## src/rtl/nios_fprint_cpu_div_cell.sv

```systemverilog
// nios_fprint_cpu_div_cell
//   Iterative radix-2 restoring integer divider for the Nios CPU datapath (DIV/DIVU).
//   It sits beside the multiply cell. It captures operands at E stage and returns the
//   quotient and remainder DATA_W+3 cycles after an accepted start. It holds busy
//   while the result is being computed.
//
// Ports
//   clk                in   clock, rising edge
//   reset              in   asynchronous active-high reset
//   E_div_start        in   request, sampled only while idle
//   E_div_cancel       in   pipeline flush, aborts any operation in flight
//   E_ctrl_div_signed  in   1 = two's-complement operands, 0 = unsigned
//   E_src1_div_cell    in   dividend
//   E_src2_div_cell    in   divisor
//   A_div_busy         out  high from PREP through FIX
//   A_div_done         out  one-cycle result-valid pulse
//   A_div_quot         out  quotient, held until the next done
//   A_div_rem          out  remainder, held until the next done
//   A_div_by_zero      out  divisor was zero for the held result
module nios_fprint_cpu_div_cell #(
  parameter int DATA_W = 32,
  parameter int CNT_W  = 6
) (
  input  logic              clk,
  input  logic              reset,
  input  logic              E_div_start,
  input  logic              E_div_cancel,
  input  logic              E_ctrl_div_signed,
  input  logic [DATA_W-1:0] E_src1_div_cell,
  input  logic [DATA_W-1:0] E_src2_div_cell,
  output logic              A_div_busy,
  output logic              A_div_done,
  output logic [DATA_W-1:0] A_div_quot,
  output logic [DATA_W-1:0] A_div_rem,
  output logic              A_div_by_zero
);

  typedef enum logic [2:0] {
    S_IDLE = 3'd0,
    S_PREP = 3'd1,
    S_ITER = 3'd2,
    S_FIX  = 3'd3,
    S_DONE = 3'd4
  } state_t;

  localparam logic [DATA_W-1:0] L_MIN  = {1'b1, {(DATA_W-1){1'b0}}};
  localparam logic [CNT_W-1:0]  L_LAST = CNT_W'(DATA_W - 1);

  // Two's-complement negation
  function automatic logic [DATA_W-1:0] f_neg(input logic [DATA_W-1:0] x);
    f_neg = ~x + {{(DATA_W-1){1'b0}}, 1'b1};
  endfunction

  // Control state
  state_t            r_state;
  logic [CNT_W-1:0]  r_cnt;
  logic              r_busy;
  logic              r_done;
  logic [DATA_W-1:0] r_quot;
  logic [DATA_W-1:0] r_rem;
  logic              r_by_zero;

  // Datapath state (no reset needed; always reloaded before use)
  logic              r_signed;
  logic [DATA_W-1:0] r_src1;
  logic [DATA_W-1:0] r_src2;
  logic [DATA_W-1:0] r_dvd;    // shifts out dividend bits, shifts in quotient bits
  logic [DATA_W-1:0] r_dvs;
  logic [DATA_W-1:0] r_prem;
  logic              r_neg_q;
  logic              r_neg_r;
  logic              r_zero;
  logic              r_ovf;

  logic              w_s1_neg;
  logic              w_s2_neg;
  logic [DATA_W:0]   w_shift;
  logic [DATA_W:0]   w_trial;
  logic              w_ge;
  logic [DATA_W-1:0] w_q_fix;
  logic [DATA_W-1:0] w_r_fix;
  logic [DATA_W-1:0] w_quot_out;
  logic [DATA_W-1:0] w_rem_out;

  assign w_s1_neg = r_signed & r_src1[DATA_W-1];
  assign w_s2_neg = r_signed & r_src2[DATA_W-1];

  // Trial subtract: a set top bit of the shifted remainder already exceeds any
  // divisor, otherwise the borrow out of the subtract decides.
  assign w_shift = {r_prem, r_dvd[DATA_W-1]};
  assign w_trial = w_shift - {1'b0, r_dvs};
  assign w_ge    = w_shift[DATA_W] | ~w_trial[DATA_W];

  assign w_q_fix = r_neg_q ? f_neg(r_dvd)  : r_dvd;
  assign w_r_fix = r_neg_r ? f_neg(r_prem) : r_prem;

  // Special cases override the sign-corrected iteration result
  always_comb begin
    w_quot_out = w_q_fix;
    w_rem_out  = w_r_fix;
    if (r_zero) begin
      w_quot_out = '1;
      w_rem_out  = r_src1;
    end else if (r_ovf) begin
      w_quot_out = L_MIN;
      w_rem_out  = '0;
    end
  end

  // Datapath registers
  always_ff @(posedge clk) begin
    case (r_state)
      S_IDLE: begin
        if (E_div_start && !E_div_cancel) begin
          r_signed <= E_ctrl_div_signed;
          r_src1   <= E_src1_div_cell;
          r_src2   <= E_src2_div_cell;
        end
      end
      S_PREP: begin
        r_dvd   <= w_s1_neg ? f_neg(r_src1) : r_src1;
        r_dvs   <= w_s2_neg ? f_neg(r_src2) : r_src2;
        r_neg_q <= w_s1_neg ^ w_s2_neg;
        r_neg_r <= w_s1_neg;
        r_zero  <= (r_src2 == '0);
        r_ovf   <= r_signed && (r_src1 == L_MIN) && (r_src2 == '1);
        r_prem  <= '0;
      end
      S_ITER: begin
        r_prem <= w_ge ? w_trial[DATA_W-1:0] : w_shift[DATA_W-1:0];
        r_dvd  <= {r_dvd[DATA_W-2:0], w_ge};
      end
      default: ;
    endcase
  end

  // Control FSM with registered outputs
  always_ff @(posedge clk or posedge reset) begin
    if (reset) begin
      r_state   <= S_IDLE;
      r_cnt     <= '0;
      r_busy    <= 1'b0;
      r_done    <= 1'b0;
      r_quot    <= '0;
      r_rem     <= '0;
      r_by_zero <= 1'b0;
    end else begin
      r_done <= 1'b0;
      case (r_state)
        S_IDLE: begin
          if (E_div_start && !E_div_cancel) begin
            r_state <= S_PREP;
            r_busy  <= 1'b1;
          end
        end
        S_PREP: begin
          if (E_div_cancel) begin
            r_state <= S_IDLE;
            r_busy  <= 1'b0;
          end else begin
            r_state <= S_ITER;
            r_cnt   <= '0;
          end
        end
        S_ITER: begin
          if (E_div_cancel) begin
            r_state <= S_IDLE;
            r_busy  <= 1'b0;
          end else if (r_cnt == L_LAST) begin
            r_state <= S_FIX;
          end else begin
            r_cnt <= r_cnt + CNT_W'(1);
          end
        end
        S_FIX: begin
          r_busy <= 1'b0;
          if (E_div_cancel) begin
            r_state <= S_IDLE;
          end else begin
            r_state   <= S_DONE;
            r_done    <= 1'b1;
            r_quot    <= w_quot_out;
            r_rem     <= w_rem_out;
            r_by_zero <= r_zero;
          end
        end
        S_DONE: begin
          // Starts are not sampled here; the next request is taken from IDLE
          r_state <= S_IDLE;
        end
        default: begin
          r_state <= S_IDLE;
          r_busy  <= 1'b0;
        end
      endcase
    end
  end

  assign A_div_busy    = r_busy;
  assign A_div_done    = r_done;
  assign A_div_quot    = r_quot;
  assign A_div_rem     = r_rem;
  assign A_div_by_zero = r_by_zero;

endmodule

```

## config.mk

```make
export PLATFORM = sky130hd
export DESIGN_NAME = nios_fprint_cpu_div_cell
export DESIGN_NICKNAME = d
export VERILOG_FILES = /design/src/rtl/nios_fprint_cpu_div_cell.sv
export SDC_FILE = /design/constraint.sdc
export NUM_CORES = 1
export LEC_CHECK = 0
export ABC_CLOCK_PERIOD_IN_PS = 9780
export CORE_ASPECT_RATIO = 0.8
export CORE_MARGIN = 2
export CORE_UTILIZATION = 30
export DETAILED_ROUTE_END_ITERATION = 6
export SYNTH_ARGS = -nofsm -noshare
export SYNTH_HDL_FRONTEND = slang
export SYNTH_SLANG_ARGS = --single-unit
```

## constraint.sdc

```tcl
create_clock -name clk -period 9.78 [get_ports clk]
set_input_delay 2.934 -clock clk [delete_from_list [all_inputs] [get_ports clk]]
set_output_delay 2.934 -clock clk [all_outputs]
set_load 0.1 [all_outputs]
```

==> impl_metrics.csv <==
group,metric,value,unit
status,status,"finished, final reports clean",
sta,min_period,5.14,ns
clocking,clock_sinks,241,
clocking,cts_tree,"built",
route,drc,0,
route,wire_per_inst,17.9,µm
global_route,grt_max_degree,110,
clocking,clk_pin_slew,0.06,ns
sta,finalHoldViolCount,0,
placed_design,place_ws,4.22,ns
clocking,htreeDepth,1,
worst_setup_path,crit_type,"flop to primary output",
placed_design,dpl.hpwl,28200,µm
synth,yosys.cell_types.count,77,
clocking,clock_latency,0.56,ns
clocking,root_buffer,"clkbuf_16",
min_path,hp-start,"r_cnt[0]",
floorplan,core,45500,µm²
worst_setup_path,crit_path_end_kind,"primary output",
placed_design,port_buffers,135,
global_route,grt_overflow,0,
sta,fin_crit_sh,52.6,%
placed_design,globalplace.congestion,0.860,
floorplan,num_rows,70,
min_path,hp-class,"flop to flop",
synth,syn-mean-instance-area,9.86,µm²
worst_setup_path,worst_path_max_delay_cell,"clkdlybuf4s50_1",
worst_setup_path,start_kind,"flop",
power_and_ir_drop,irDropWorstVdd,226,µV
route,detail-route-antenna-nets,0,
floorplan,io_pins,136,
sta,setup_viol,0,
worst_setup_path,cp_top_family,"buffers and inverters",
global_route,antenna_found_initial,0,
floorplan,die-area,47700,µm²
sta,setup_tns,0,ns
sta,tightestPinTransition,1.06,ns
global_route,grtUsageTotal,15.8,%
route,drtIter0Drc,875,
worst_setup_path,worst-path-buf-inv,1,
worst_setup_path,startpoint,"A_div_rem[13]",
clocking,cts_buffers,27,
synth,synth_fp_nets,1506,
placed_design,dp_cells,2088,
worst_setup_path,crit_chain,"clkdlybuf4s50_1",
clocking,cts_hold_buffers,0,
finish,layout.nets,1613,
worst_setup_path,r2r-start,"r_dvd[31]",
sta,rsz0062_at_grt,"false",
route,dr_total_vias,10900,
finish,final_cells,2138,
run,drv_cap,0,
synth,syn_area,13800,µm²
clocking,cts_setup_buffers,0,
route,wirelength,38200,µm
synth,ys_seq_elements,241,
synth,synth_edf_count,165,
worst_setup_path,worstPathRequired,6.85,ns
worst_setup_path,crit_path_max_fanout,2,
global_route,grt_pass1_vias,10600,
global_route,grt_pass1_wl,59700,µm
synth,syn-instance-count,1398,
clocking,cts-resized-gates,0,
finish,drive_gt1_share,6.23,%
floorplan,die_w,244,µm
finish,area_growth,20.1,%
floorplan,die_h,196,µm
worst_setup_path,max_stage_delay,1.18,ns
finish,postLayoutCoreUtil,36.4,%
sta,max_slew_margin,29.2,%
sta,clock_skew,0.0257,ns
sta,maxSlewViolCount,0,
power_and_ir_drop,power_leakage,0.00608,µW
route,via_per_inst,5.12,
synth,ys.flop_type,"edfxtp_1",
sta,max_freq,194,MHz
finish,num_antenna_cells,0,
floorplan,start_util,30.3,%
sta,fin_ws,4.64,ns
finish,nFillCells,4627,
synth,synth_warnings,0,
clocking,cts_buffer_depth,3,
power_and_ir_drop,powerDensity,232,nW/µm²
worst_setup_path,cp.arrival,2.21,ns
route,dr.pass1.iters,5,
synth,synthArstFlopShare,31.5,%
synth,yosysSeqAreaShare,49.7,%
[layer usage]
metal / share of wire, % / up-vias / wire [µm] / global-route usage (%)
met5: 0 / - / 0 / 0
met4: 1.8 / 0 / 680 / 2.96
met3: 7.2 / 46 / 2750 / 2.75
met2: 44 / 336 / 16700 / 24.0
met1: 47 / 5325 / 18100 / 23.5
li1: - / 5230 / - / -
[Yosys cell counts (all sizes together) (8+ instances only)]
| library cell | n | area share (%) |
|---|---|---|
| nand2b | 15 | 0.74 |
| dfrtp | 76 | 14 |
| o41ai | 11 | 0.86 |
| nor2 | 185 | 5.1 |
| nand4 | 16 | 0.77 |
| nor4 | 15 | 1.3 |
| and3 | 10 | 0.45 |
| or3 | 9 | 0.52 |
| or4 | 10 | 0.63 |
| ha | 38 | 3.4 |
| xnor2 | 83 | 5.3 |
| mux2i | 8 | 0.58 |
| a22oi | 20 | 1.1 |
| a31oi | 12 | 0.65 |
| inv | 58 | 1.6 |
| clkbuf | 40 | 1.1 |
| edfxtp | 165 | 36 |
| buf | 26 | 0.90 |
| nor3 | 29 | 1.1 |
| nand3 | 24 | 0.87 |
| xor2 | 64 | 4.1 |
| o31ai | 20 | 1.4 |
| a21o | 11 | 0.60 |
| a21oi | 185 | 6.8 |
| nand2 | 102 | 2.8 |
| or2 | 9 | 0.41 |
| o21ai | 92 | 3.3 |
[report_power, final]
part	internal, µW	switching, µW
Sequential	1260	154
Clock	541	429
Combinational	381	1070
Total	2190	1660
[placed cells by master (no fill, tap or decap), types with 8 or more instances in the layout]
master,count
nor2_1,184
a21oi_1,183
edfxtp_1,165
clkdlybuf4s50_1,135
nand2_1,101
xnor2_1,83
o21ai_0,78
dfrtp_1,76
xor2_1,64
inv_1,56
ha_1,38
nor3_1,28
clkbuf_16,27
nand3_1,24
a22oi_1,19
o31ai_1,16
nand4_1,15
o21ai_1,14
nand2b_1,14
a31oi_1,11
a21o_1,11
and3_1,9
buf_4,9
o41ai_1,8
nor4_1,8
mux2i_1,8
[sequential cells by signal, indices dropped and copies added (netlist names)]
signal,cells
r_state,3
r_dvd,32
r_src1,32
r_cnt,6
r_zero,1
r_dvs,32
A_div_done,1
r_neg_q,1
A_div_quot,32
A_div_by_zero,1
r_ovf,1
r_signed,1
A_div_rem,32
r_prem,32
r_src2,32
r_neg_r,1
A_div_busy,1
[metrics by stage]
| step | hold slack (ns) | total power, µW | instance area, µm² |
|---|---|---|---|
| floorplan | 0.464 | 2500 | 13800 |
| global placement | 0.483 | 2880 | 15700 |
| detailed placement | 0.498 | 2890 | 15700 |
| CTS | 0.506 | 3870 | 16600 |
| global route | 0.535 | 4010 | 16600 |
| finish | 0.503 | 3840 | 16600 |
[worst reg2reg max path, cell delays in order (launching register included)]
cell       delay, ns
edfxtp_1        0.32
inv_1           0.10
ha_1            0.25
fa_1            0.40
nand2b_1        0.20
a21o_1          0.20
a211oi_1        0.59
a21boi_2        0.18
a31oi_4         0.27
a2111oi_4       0.10
buf_4           0.28
inv_2           0.33
nand2_1         0.21
o21ai_0         0.24
[final timing paths]
| kind | end | slack, ns | cells after the start |
|---|---|---|---|
| hold / removal | r_cnt[0] | 0.50 | 1 |
| setup / recovery | A_div_rem[13] | 4.64 | 1 |
| max in group asynchronous | r_cnt[2] | 6.06 | 3 |
| setup reg to reg | r_prem[22] | 5.93 | 13 |
| min in group asynchronous | A_div_quot[15] | 3.05 | 3 |
| hold reg to reg | r_cnt[0] | 0.50 | 1 |
[logic make-up (layout without fill, tap and decap cells)]
logic type | count (synthesis) | after routing | share of synthesized area, %
simple gates | 452 | 452 | 16.1
compound gates | 386 | 386 | 16.9
flops | 241 | 241 | 49.7
xor+xnor | 147 | 147 | 9.34
buf+inv | 124 | 252 | 3.57
fa+ha+maj | 39 | 39 | 3.59
mux | 9 | 9 | 0.663
[layout make-up]
type	instances	area, µm²	share of cell area [%]
sequential	241	6860	41.4
multi-input combinational	1033	6470	39.1
timing repair buffer	144	1420	8.57
tap	612	766	4.62
clock buffer	37	753	4.55
inverter	58	219	1.32
clock inverter	13	78.8	0.476
Note: power is estimated with default switching activity, not from simulation.
